**src/rtl/cbg_bank_responder_pkg.sv**
```systemverilog
// cbg_bank_responder_pkg
//   Shared widths for the LSU->CBG crossbar lanes plus the small helpers used by
//   the bank-group responder.
//   The lane widths are also exported as the legacy text macros `W_d, `A_W,
//   `L_C_bus and `C_L_bus, together with the field offsets used to slice the
//   buses, so older crossbar files keep working.
//   Lane layouts:
//     L_C_bus : {wdata[`W_d], rd_req, addr[`A_W]}
//     C_L_bus : {rsp_valid, rsp_data[`W_d]}
//   Optional feature macro seen by users of this package: CBG_PARITY_EN.

`ifndef CBG_PARAM_DEFINE
`define CBG_PARAM_DEFINE
`define W_d         16
`define A_W         8
`define L_C_bus     (`W_d + 1 + `A_W)
`define C_L_bus     (`W_d + 1)
// Field offsets inside L_C_bus.
`define LC_ADDR_LSB 0
`define LC_RD_BIT   (`A_W)
`define LC_WD_LSB   (`A_W + 1)
// Field offsets inside C_L_bus.
`define CL_DATA_LSB 0
`define CL_VLD_BIT  (`W_d)
`endif

package cbg_bank_responder_pkg;

    localparam int CBG_W_D = `W_d;
    localparam int CBG_A_W = `A_W;
    localparam int L_C_W   = `L_C_bus;
    localparam int C_L_W   = `C_L_bus;

    // Response lane as seen by the crossbar.
    typedef struct packed {
        logic               valid;
        logic [CBG_W_D-1:0] data;
    } cbg_rsp_t;

    // Even parity: the stored bit makes the total number of ones even.
    function automatic logic even_par(input logic [CBG_W_D-1:0] d);
        return ^d;
    endfunction

endpackage

```
**src/rtl/cbg_req_fifo.sv**
```systemverilog
// cbg_req_fifo
//   Small synchronous FIFO holding queued bank requests in arrival order.
//   Ports:
//     clk, rst      clock, asynchronous active-high reset
//     push_i/din_i  write request and data (ignored while full)
//     pop_i/dout_o  read request (ignored while empty); dout_o shows the head
//     full_o        count == depth
//     empty_o       count == 0
//     count_o       occupancy, AW+1 bits
//   Pointers wrap naturally modulo 2**AW.

module cbg_req_fifo #(
    parameter int DW = 8,
    parameter int AW = 2
) (
    input  logic          clk,
    input  logic          rst,
    input  logic          push_i,
    input  logic [DW-1:0] din_i,
    input  logic          pop_i,
    output logic [DW-1:0] dout_o,
    output logic          full_o,
    output logic          empty_o,
    output logic [AW:0]   count_o
);

    localparam int DEPTH = 1 << AW;
    localparam logic [AW-1:0] PTR_ONE = {{(AW-1){1'b0}}, 1'b1};
    localparam logic [AW:0]   CNT_ONE = {{AW{1'b0}}, 1'b1};
    localparam logic [AW:0]   CNT_FULL = DEPTH[AW:0];

    logic [DW-1:0] mem_q [DEPTH];
    logic [AW-1:0] wr_ptr_q, wr_ptr_d;
    logic [AW-1:0] rd_ptr_q, rd_ptr_d;
    logic [AW:0]   count_q, count_d;
    logic          do_push, do_pop;

    assign full_o  = (count_q == CNT_FULL);
    assign empty_o = (count_q == '0);
    assign count_o = count_q;
    assign dout_o  = mem_q[rd_ptr_q];

    assign do_push = push_i & ~full_o;
    assign do_pop  = pop_i & ~empty_o;

    always_comb begin
        wr_ptr_d = wr_ptr_q;
        rd_ptr_d = rd_ptr_q;
        count_d  = count_q;
        if (do_push) wr_ptr_d = wr_ptr_q + PTR_ONE;
        if (do_pop)  rd_ptr_d = rd_ptr_q + PTR_ONE;
        if (do_push && !do_pop)      count_d = count_q + CNT_ONE;
        else if (!do_push && do_pop) count_d = count_q - CNT_ONE;
    end

    always_ff @(posedge clk or posedge rst) begin
        if (rst) begin
            wr_ptr_q <= '0;
            rd_ptr_q <= '0;
            count_q  <= '0;
        end else begin
            wr_ptr_q <= wr_ptr_d;
            rd_ptr_q <= rd_ptr_d;
            count_q  <= count_d;
        end
    end

    // Storage needs no reset: occupancy alone decides what is valid.
    always_ff @(posedge clk) begin
        if (do_push) mem_q[wr_ptr_q] <= din_i;
    end

endmodule

```
**src/rtl/cbg_bank_responder.sv**
```systemverilog
// cbg_bank_responder
//   Bank-group endpoint of the LSU->CBG crossbar. Requests from one crossbar
//   lane are queued in order, executed one per cycle against a local word
//   array, and read data returns on the response lane RD_LAT cycles after the
//   request leaves the queue.
//   Ports:
//     clk, rst     clock, asynchronous active-high reset
//     L_to_C_bus   {wdata, rd_req, addr} request lane
//     wr_req       write strobe accompanying L_to_C_bus
//     full         request queue full; requests arriving now are dropped
//     R_response   {rsp_valid, rsp_data}; data forced to 0 when not valid
//     ovf          sticky: a request was dropped because the queue was full
//     proto_err    sticky: rd_req and wr_req arrived together (run as a write)
//     par_err      sticky: stored parity mismatch seen on a read response
//   Build option: CBG_PARITY_EN adds a parity bit per word and drives par_err;
//   without it par_err is constant 0.

module cbg_bank_responder
    import cbg_bank_responder_pkg::*;
#(
    parameter int BANK_AW = 6,
    parameter int FIFO_AW = 2,
    parameter int RD_LAT  = 2
) (
    input  logic                clk,
    input  logic                rst,
    input  logic [`L_C_bus-1:0] L_to_C_bus,
    input  logic                wr_req,
    output logic                full,
    output logic [`C_L_bus-1:0] R_response,
    output logic                ovf,
    output logic                proto_err,
    output logic                par_err
);

    localparam int DEPTH = 1 << BANK_AW;
    localparam int ENT_W = CBG_W_D + 2 + BANK_AW;
`ifdef CBG_PARITY_EN
    localparam int MEM_W = CBG_W_D + 1;
`else
    localparam int MEM_W = CBG_W_D;
`endif

    // ---------------- request lane decode ----------------
    logic [CBG_W_D-1:0] req_wdata;
    logic               req_rd;
    logic [BANK_AW-1:0] req_addr;
    logic               req_any;

    assign req_wdata = L_to_C_bus[`LC_WD_LSB +: `W_d];
    assign req_rd    = L_to_C_bus[`LC_RD_BIT];
    assign req_addr  = L_to_C_bus[`LC_ADDR_LSB +: BANK_AW];
    assign req_any   = req_rd | wr_req;

    // ---------------- request queue ----------------
    logic [ENT_W-1:0] push_entry, pop_entry;
    logic             fifo_push, fifo_pop, fifo_full, fifo_empty;
    logic [FIFO_AW:0] fifo_count;

    // A simultaneous rd+wr is queued as a pure write.
    assign push_entry = {req_wdata, req_rd & ~wr_req, wr_req, req_addr};
    // full comes from the registered count, so a push in a full cycle is lost
    // even when the same cycle also pops.
    assign fifo_push  = req_any & ~fifo_full;
    assign fifo_pop   = ~fifo_empty;
    assign full       = fifo_full;

    cbg_req_fifo #(
        .DW (ENT_W),
        .AW (FIFO_AW)
    ) u_fifo (
        .clk     (clk),
        .rst     (rst),
        .push_i  (fifo_push),
        .din_i   (push_entry),
        .pop_i   (fifo_pop),
        .dout_o  (pop_entry),
        .full_o  (fifo_full),
        .empty_o (fifo_empty),
        .count_o (fifo_count)
    );

    // ---------------- issue to the array ----------------
    logic [CBG_W_D-1:0] pop_wdata;
    logic [BANK_AW-1:0] pop_addr;
    logic               do_wr, do_rd;
    logic [MEM_W-1:0]   wr_word;

    assign pop_wdata = pop_entry[BANK_AW+2 +: CBG_W_D];
    assign pop_addr  = pop_entry[BANK_AW-1:0];
    assign do_wr     = fifo_pop & pop_entry[BANK_AW];
    assign do_rd     = fifo_pop & pop_entry[BANK_AW+1];

`ifdef CBG_PARITY_EN
    assign wr_word = {even_par(pop_wdata), pop_wdata};
`else
    assign wr_word = pop_wdata;
`endif

    logic [MEM_W-1:0] mem_q [DEPTH];

    // Array contents survive reset; a write lands at its pop edge so the next
    // popped read to the same address already sees it.
    always_ff @(posedge clk) begin
        if (do_wr) mem_q[pop_addr] <= wr_word;
    end

    // ---------------- read pipeline ----------------
    // Stage 0 is the registered array read; later stages only add delay.
    logic [RD_LAT-1:0] vld_q, vld_d;
    logic [MEM_W-1:0]  dat_q [RD_LAT];

    always_comb begin
        vld_d    = vld_q << 1;
        vld_d[0] = do_rd;
    end

    always_ff @(posedge clk or posedge rst) begin
        if (rst) vld_q <= '0;
        else     vld_q <= vld_d;
    end

    always_ff @(posedge clk) begin
        if (do_rd) dat_q[0] <= mem_q[pop_addr];
        for (int i = 1; i < RD_LAT; i++) dat_q[i] <= dat_q[i-1];
    end

    logic             rsp_valid;
    logic [MEM_W-1:0] rsp_word;
    cbg_rsp_t         rsp;

    assign rsp_valid  = vld_q[RD_LAT-1];
    assign rsp_word   = dat_q[RD_LAT-1];
    assign rsp.valid  = rsp_valid;
    assign rsp.data   = rsp_valid ? rsp_word[CBG_W_D-1:0] : '0;
    assign R_response = rsp;

    // ---------------- sticky error flags ----------------
    logic ovf_q, proto_q;

    always_ff @(posedge clk or posedge rst) begin
        if (rst) begin
            ovf_q   <= 1'b0;
            proto_q <= 1'b0;
        end else begin
            ovf_q   <= ovf_q | (req_any & fifo_full);
            proto_q <= proto_q | (req_rd & wr_req);
        end
    end

    assign ovf       = ovf_q;
    assign proto_err = proto_q;

`ifdef CBG_PARITY_EN
    logic par_q;

    // Checked at the output stage; the data itself is passed through as stored.
    always_ff @(posedge clk or posedge rst) begin
        if (rst) par_q <= 1'b0;
        else     par_q <= par_q |
                          (rsp_valid & (even_par(rsp_word[CBG_W_D-1:0]) != rsp_word[CBG_W_D]));
    end

    assign par_err = par_q;
`else
    assign par_err = 1'b0;
`endif

    // Upper lane address bits and the queue occupancy are intentionally unused.
    logic unused_ok;
    assign unused_ok = ^{fifo_count, L_to_C_bus[`A_W-1:BANK_AW]};

endmodule

```
**config.mk**
```make
export PLATFORM = sky130hd
export DESIGN_NAME = cbg_bank_responder
export DESIGN_NICKNAME = d
export VERILOG_FILES = /design/src/rtl/cbg_bank_responder_pkg.sv /design/src/rtl/cbg_req_fifo.sv /design/src/rtl/cbg_bank_responder.sv
export SDC_FILE = /design/constraint.sdc
export NUM_CORES = 1
export LEC_CHECK = 0
export CORE_MARGIN = 2
export CORE_UTILIZATION = 46
export CTS_BUF_LIST = sky130_fd_sc_hd__clkbuf_2
export DETAILED_ROUTE_END_ITERATION = 8
export GPL_TIMING_DRIVEN = 0
export RECOVER_POWER = 50
export SLEW_MARGIN = 0
export SYNTH_ARGS = -nofsm -noshare
export SYNTH_HDL_FRONTEND = slang
export SYNTH_HIERARCHICAL = 1
export SYNTH_SLANG_ARGS = --single-unit
```
**constraint.sdc**
```tcl
create_clock -name clk -period 4 [get_ports clk]
set_input_delay 0.4 -clock clk [delete_from_list [all_inputs] [get_ports clk]]
set_output_delay 0.4 -clock clk [all_outputs]
set_load 0.02 [all_outputs]
```
==> metrics.md, run 1 <==
| Metric | Value |
|---|---|
| Status | `finished, violations left` |
| Failing checks | `capacitance limit, slew limit` |
| Vias in the first global route | `27560` |
| CTS buffer count | `308` |
| Leak pwr | `17.17 nW` |
| Row Count | `113` |
| Worst rel slew slack | `-85.17%` |
| Setup crit end kind | `register` |
| Starting Density | `46.59%` |
| Vias | `27840` |
| Synth unique cells | `62` |
| GRT Overall Usage | `29.96%` |
| Area of the core | `95290 µm²` |
| Final Net Count | `2977` |
| Peak supply drop | `0.0007669 V` |
| Post-DP HPWL | `99020 µm` |
| Layout cell share with drive strength beyond 1 | `29.78%` |
| Commonest non-fill, non-tap cell in the layout | `edfxtp_1` |
| CP startpoint kind | `register` |
| Drt first-iter violations | `4226` |
| Critical-path top delay cell | `o21ai_0` |
| Drt drc | `0` |
| Post-synth top flop | `edfxtp_1` |
| Drt via density | `6.290` |
| Final Hold Viols | `0` |
| Crit path kind | `register to register` |
| Die X | `314.7 µm` |
| Post-synth ARST share | `0.9458%` |
| Unrepaired setup endpoints after global routing | `true` |
| F_max | `250.0 MHz` |
| H-tree Lvls | `5` |
| Clock Sinks | `1163` |
| Critical-path cell list | `buf_6 > mux4_2 > buf_4 > buf_2 > buf_2 > clkbuf_2 > a211oi_1 > o21ai_0 > o21ai_0 > nand4b_1` |
| Ys Warns | `6` |
| Min Tclk post-route | `4000 ps` |
| Finish-stage setup viols | `0` |
| Pwr/cell area | `918.4 nW/µm²` |
| Final design utilization | `54.63%` |
| Placed cells | `3811` |
| DRT Wirelength | `148700 µm` |
| Post-Syn Instances | `2430` |
| Cell Count, Final, Fillers Out | `4427` |
| Clock skew | `127.5 ps` |
| Register area share after synthesis | `78.17%` |
| WL per Instance | `33.58 µm` |
| Overall Power | `47.81 mW` |
| Max-slew violations | `805` |
| Root Driver | `clkbuf_2` |
| P&R area growth vs syn | `17.25%` |
| Syn nets | `2464` |
| Largest net degree at the start of global routing | `65` |
| HP Class | `input port to register` |
| Number of routed nets with antenna violations | `0` |
| Ports | `49` |
| Total gr overflow | `0` |
| Worst endpoint data arrival time | `5250 ps` |
| # Max-Cap Violations | `16` |
| Port Buffers | `45` |
| Max incr delay on CP | `560 ps` |
| Worst-path clk slew | `100 ps` |
| Worst-Skew Late Latency | `1580 ps` |
| Fin crit share | `99.99%` |
| Chip Height | `314.7 µm` |
| Most frequent cells in the layout | `edfxtp_1, clkbuf_2, a22oi_1` |
| CP required | `5250 ps` |
| First-pass GRT wire length | `204000 µm` |
| Mapped cell area | `44400 µm²` |
| GP Congestion | `0.9698` |
| Die ar. | `99020 µm²` |
| Synthesized flop and latch total | `1163` |
| Mean Syn Cell Area | `18.27 µm²` |
| Crit-path max FO | `10` |
| Initial antenna violation count | `10` |
| Post-synth EDFFs | `1136` |
| Drt first pass iters | `9` |
| Max clock buf depth | `4` |
| CTS tree | `built` |
| Worst-margin pin slew | `2772 ps` |
cells by family after synthesis:
logic type               after synthesis  share of synthesized area (%)
flip-flops                          1163                          78.17
AND/OR/NAND/NOR                      301                          3.170
XOR/XNOR                               6                         0.1184
multiplexers                         198                          6.774
other                                  1                       0.008446
buffers and inverters                184                          2.128
AO/OA/AOI/OAI                        571                          9.443
adder cells (fa/ha/maj)                6                         0.1860
state kept, by name, summed over array words and instances (netlist names):
register / flops
u_fifo/wr_ptr_q: 2
dat_q: 32
proto_err: 1
u_fifo/rd_ptr_q: 2
u_fifo/count_o: 3
vld_q: 2
u_fifo/mem_q: 96
ovf: 1
mem_q: 1024
path summary, 6_finish.rpt:
check	depth (start not counted)	end	slack [ps]	start
min	2	u_fifo/mem_q[3][21]	210	L_to_C_bus[22]
min reg2reg	0	dat_q[0][21]	350	dat_q[0][5]
min in group asynchronous	4	vld_q[1]	330	rst
max	10	dat_q[0][4]	0.4	u_fifo/rd_ptr_q[0]
max reg2reg	10	dat_q[0][4]	0.4	u_fifo/rd_ptr_q[0]
max in group asynchronous	4	u_fifo/rd_ptr_q[1]	3310	rst
worst max-delay path: cells and delay by family, from the launching register on:
| kind | cells | cell delay, ps |
|---|---|---|
| buffers and inverters | 5 | 1770 |
| AOI/OAI and AO/OA | 3 | 850 |
| muxes | 1 | 440 |
| DFF | 1 | 390 |
| and+or+nand+nor | 1 | 300 |
synth_stat cells, types with 12 or more instances:
cell type / number / share of area [%]
edfxtp_1: 1136 / 77
o221ai_1: 23 / 0.45
buf_1: 12 / 0.10
mux2_2: 54 / 1.4
nand2_1: 37 / 0.31
a22oi_1: 149 / 2.5
a21oi_1: 66 / 0.74
a211oi_1: 21 / 0.36
mux2i_1: 68 / 1.5
o21a_1: 12 / 0.20
and2_1: 23 / 0.32
nor2_1: 152 / 1.3
dfxtp_1: 16 / 0.72
clkbuf_1: 62 / 0.52
mux4_2: 68 / 3.4
a22o_1: 14 / 0.28
o21ai_0: 62 / 0.70
o22ai_1: 38 / 0.54
nor3_1: 32 / 0.36
buf_2: 78 / 0.88
nor4_1: 12 / 0.17
a221oi_1: 151 / 3.0
power breakdown:
part / switching (mW) / total [mW] / internal [mW]
Combinational: 16.3 / 22.2 / 5.90
Sequential: 0.298 / 17.6 / 17.3
Clock: 4.78 / 8.02 / 3.25
Total: 21.4 / 47.8 / 26.4
what timing repair did:
action / in CTS / in global routing
setup endpoints to repair: 1014 / 271
endpoints found under the hold margin: 111 / 0
pin swaps: 22 / 7
hold buffers: 52 / 0
resized for setup: 139 / 48
setup buffers: 32 / 7
layer usage:
metal	GRT usage (%)	routed length (µm)	up-vias	part of all wire, %
met2	46.04	68290	1979	46
met3	7.440	16530	416	11
met5	0	47	-	0.032
li1	-	-	11300	-
met4	15.28	7680	6	5.2
met1	39.90	56110	14140	38
cell type report:
cell class | instances | area [µm²]
inverters | 8 | 33.78
multi-input cells | 1083 | 9403
diodes | 9 | 22.52
clock buffers | 454 | 2272
fillers | 7645 | 43230
repair buffers | 207 | 2683
flip-flops and latches | 1163 | 34710
well taps | 1265 | 1583
plain buffers | 172 | 994.7
clock inverters | 66 | 360.3
per-stage QoR:
stage | instance area, µm² | worst slack, ps | setup TNS (ps) | hold WS [ps]
CTS | 51950 | 1.578 | 0 | 33.20
detailed placement | 47930 | -1117 | -400800 | 329.4
global route | 52060 | -43.56 | -127.1 | 86.23
finish | 52060 | 0.4379 | 0 | 206.6
floorplan | 44400 | 578.7 | 0 | 166.1
global placement | 46430 | -1740 | -1324030 | 326.0
Note: power is estimated with default switching activity, not from simulation.
==> run 2, diff against run 1 <==
--- a/config.mk
+++ b/config.mk
@@ -5,6 +5,7 @@
 export SDC_FILE = /design/constraint.sdc
 export NUM_CORES = 1
 export LEC_CHECK = 0
+export ABC_AREA = 1
 export CORE_MARGIN = 2
 export CORE_UTILIZATION = 46
 export CTS_BUF_LIST = sky130_fd_sc_hd__clkbuf_2
==> metrics.md, run 2 <==
| Metric | Value |
|---|---|
| GP Congestion | `0.9608` |
| Post-Syn Instances | `4668` |
| Reg with most FFs | `mem_q` |
| Synth unique cells | `32` |
| Vias | `34370` |
| Unrepaired setup endpoints after global routing | `true` |
| TNS Setup | `-6611 ps` |
| Mean Syn Cell Area | `10.44 µm²` |
| Area leader, netlist | `edfxtp_1` |
| CTS tree | `built` |
| Worst-path clk slew | `90 ps` |
| Fin Hold WS | `249.9 ps` |
| Post-synth top flop | `edfxtp_1` |
| Port Buffers | `45` |
| Min-delay src | `L_to_C_bus[0]` |
| Number of flip-flops in the largest register | `1024` |
| HP Class | `input port to register` |
| Fin worst setup slack | `-228.3 ps` |
| Top-count cell post-synth | `nand2_1` |
| DRT Wirelength | `143600 µm` |
| Crit-path max FO | `13` |
| Chip Height | `329.4 µm` |
| Failing checks | `capacitance limit, slew limit, setup timing` |
| Post-synth ARST share | `0.9458%` |
| Mapped cell area | `48720 µm²` |
| GRT Overall Usage | `26.61%` |
| Drt first pass iters | `9` |
| Critical-path top delay cell | `nand3_1` |
| Clock Sinks | `1163` |
| Worst-Skew Late Latency | `1570 ps` |
| Die ar. | `108500 µm²` |
| Register area share after synthesis | `71.24%` |
| Initial antenna violation count | `5` |
| Synthesized flop and latch total | `1163` |
| Number of routed nets with antenna violations | `0` |
| P&R area growth vs syn | `13.50%` |
| Status | `finished, violations left` |
| Min Tclk post-route | `4228 ps` |
| Root Driver | `clkbuf_2` |
| Post-synth EDFFs | `1136` |
| Max-slew violations | `730` |
| First-pass GRT wire length | `208600 µm` |
| Reg2reg end | `mem_q[29][6]` |
| Setup crit end kind | `register` |
| Commonest non-fill, non-tap cell in the layout | `nand2_1` |
| Crit path kind | `register to register` |
| Hold Path End | `u_fifo/mem_q[0][0]` |
| Post-synth top area share | `70.02%` |
| Drt via density | `5.108` |
| Area of the core | `105100 µm²` |
| Worst-margin pin slew | `2749 ps` |
| Ys Warns | `6` |
| Drt first-iter violations | `3460` |
| Worst rel slew slack | `-83.70%` |
| Biggest regs | `mem_q: 1024 flops, u_fifo/mem_q: 96 flops, dat_q: 32 flops` |
| Row Count | `119` |
| Vias in the first global route | `33040` |
| Max clock buf depth | `4` |
| Synth top cells by count | `nand2_1, edfxtp_1, buf_2, nor2_1, inv_1` |
| Total gr overflow | `0` |
| H-tree Lvls | `5` |
| Final Net Count | `5183` |
| Die X | `329.4 µm` |
| # Max-Cap Violations | `12` |
| Reg2reg path depth | `11` |
| Critical-path cell list | `inv_2 > buf_2 > nand2_1 > o211ai_2 > nand2_1 > buf_2 > buf_2 > nor2_1 > nand3_1 > nor2_2 > buf_8` |
| Fin crit share | `105.7%` |
| Most frequent cells in the layout | `nand2_1, edfxtp_1, clkbuf_2` |
| Register-to-register setup slack | `-230 ps` |
| Hold Crit Depth | `2` |
| Ports | `49` |
| CP startpoint kind | `register` |
| Drt drc | `0` |
| Finished Cell Area | `55300 µm²` |
| Syn nets | `4702` |
| Starting Density | `46.35%` |
| Synth area leaders | `edfxtp_1, nand2_1, buf_2` |
| Final design utilization | `52.61%` |
| Placed Area | `52510 µm²` |
| Crit Reg-Reg Startpoint | `u_fifo/rd_ptr_q[0]` |
| WL per Instance | `21.34 µm` |
| Layout cell share with drive strength beyond 1 | `14.92%` |
| Post-DP HPWL | `93880 µm` |
| # fillers | `9582` |
| Largest net degree at the start of global routing | `65` |
| Finish-stage setup viols | `53` |
| CTS buffer count | `312` |
| Max incr delay on CP | `700 ps` |
| Final Hold Viols | `0` |
| Clock skew | `156.9 ps` |
| Most common cell on crit path | `buf_2` |
| F_max | `236.5 MHz` |
| CP required | `5130 ps` |
| Worst endpoint data arrival time | `5360 ps` |
==> run 2: layout make-up <==
cell class / instances / area (µm²) / share of cell area (%)
clock inverters: 58 / 284.0 / 0.5136
plain buffers: 223 / 1115 / 2.016
diodes: 4 / 10.01 / 0.01810
repair buffers: 168 / 2068 / 3.740
multi-input cells: 3162 / 12710 / 22.99
flip-flops and latches: 1163 / 34710 / 62.77
clock buffers: 441 / 2207 / 3.991
inverters: 119 / 454.2 / 0.8213
well taps: 1391 / 1740 / 3.147
==> run 2: worst max path at each step <==
stage / start / end / cells past startpoint
global placement: u_fifo/rd_ptr_q[0] / mem_q[30][7] / 10
detailed placement: u_fifo/rd_ptr_q[0] / mem_q[38][1] / 10
finish: u_fifo/rd_ptr_q[0] / mem_q[29][6] / 11
global route: u_fifo/rd_ptr_q[0] / mem_q[29][6] / 11
floorplan: u_fifo/rd_ptr_q[0] / mem_q[6][0] / 9
CTS: u_fifo/rd_ptr_q[0] / mem_q[29][6] / 11
==> run 2: critical path, delay by kind of cell (launching register included) <==
family	cells	cell delay, ps
buf+inv	5	1230
simple gates	5	2140
compound gates	1	60
flops	1	420
==> run 2: stage by stage <==
step | instances | setup WS, ps
CTS | 6725 | -76.22
finish | 6729 | -228.3
detailed placement | 6171 | -883.7
global route | 6728 | -236.1
global placement | 6104 | -1165
floorplan | 4668 | 1045
==> run 2: repair_timing <==
item,4_1_cts,5_1_grt
setup buffers,6,0
endpoints found under the setup margin,326,278
hold buffers,50,0
endpoints found under the hold margin,111,0
pin swaps,2,1
gates resized for setup,11,12
==> run 2: layer usage <==
metal	part of all wire [%]	wire length, µm	vias up	track usage, %
met2	46	65870	1594	41.71
met1	41	58830	16210	35.36
met4	3.7	5367	2	11.39
met3	9.4	13480	300	6.733
met5	0.0091	13	-	0
li1	-	-	16270	-
==> run 2: kinds of logic after synthesis <==
logic type / synth area share, %
DFF: 71.24
buffers and inverters: 3.226
AOI/OAI and AO/OA: 1.171
and+or+nand+nor: 24.17
adders and majority gates: 0.1695
xor gates and xnor gates: 0.01798
other: 0.007697
Power of run 2 is not shown: default switching activity piles up to over one toggle a cycle in this logic, so the estimate is an artifact.
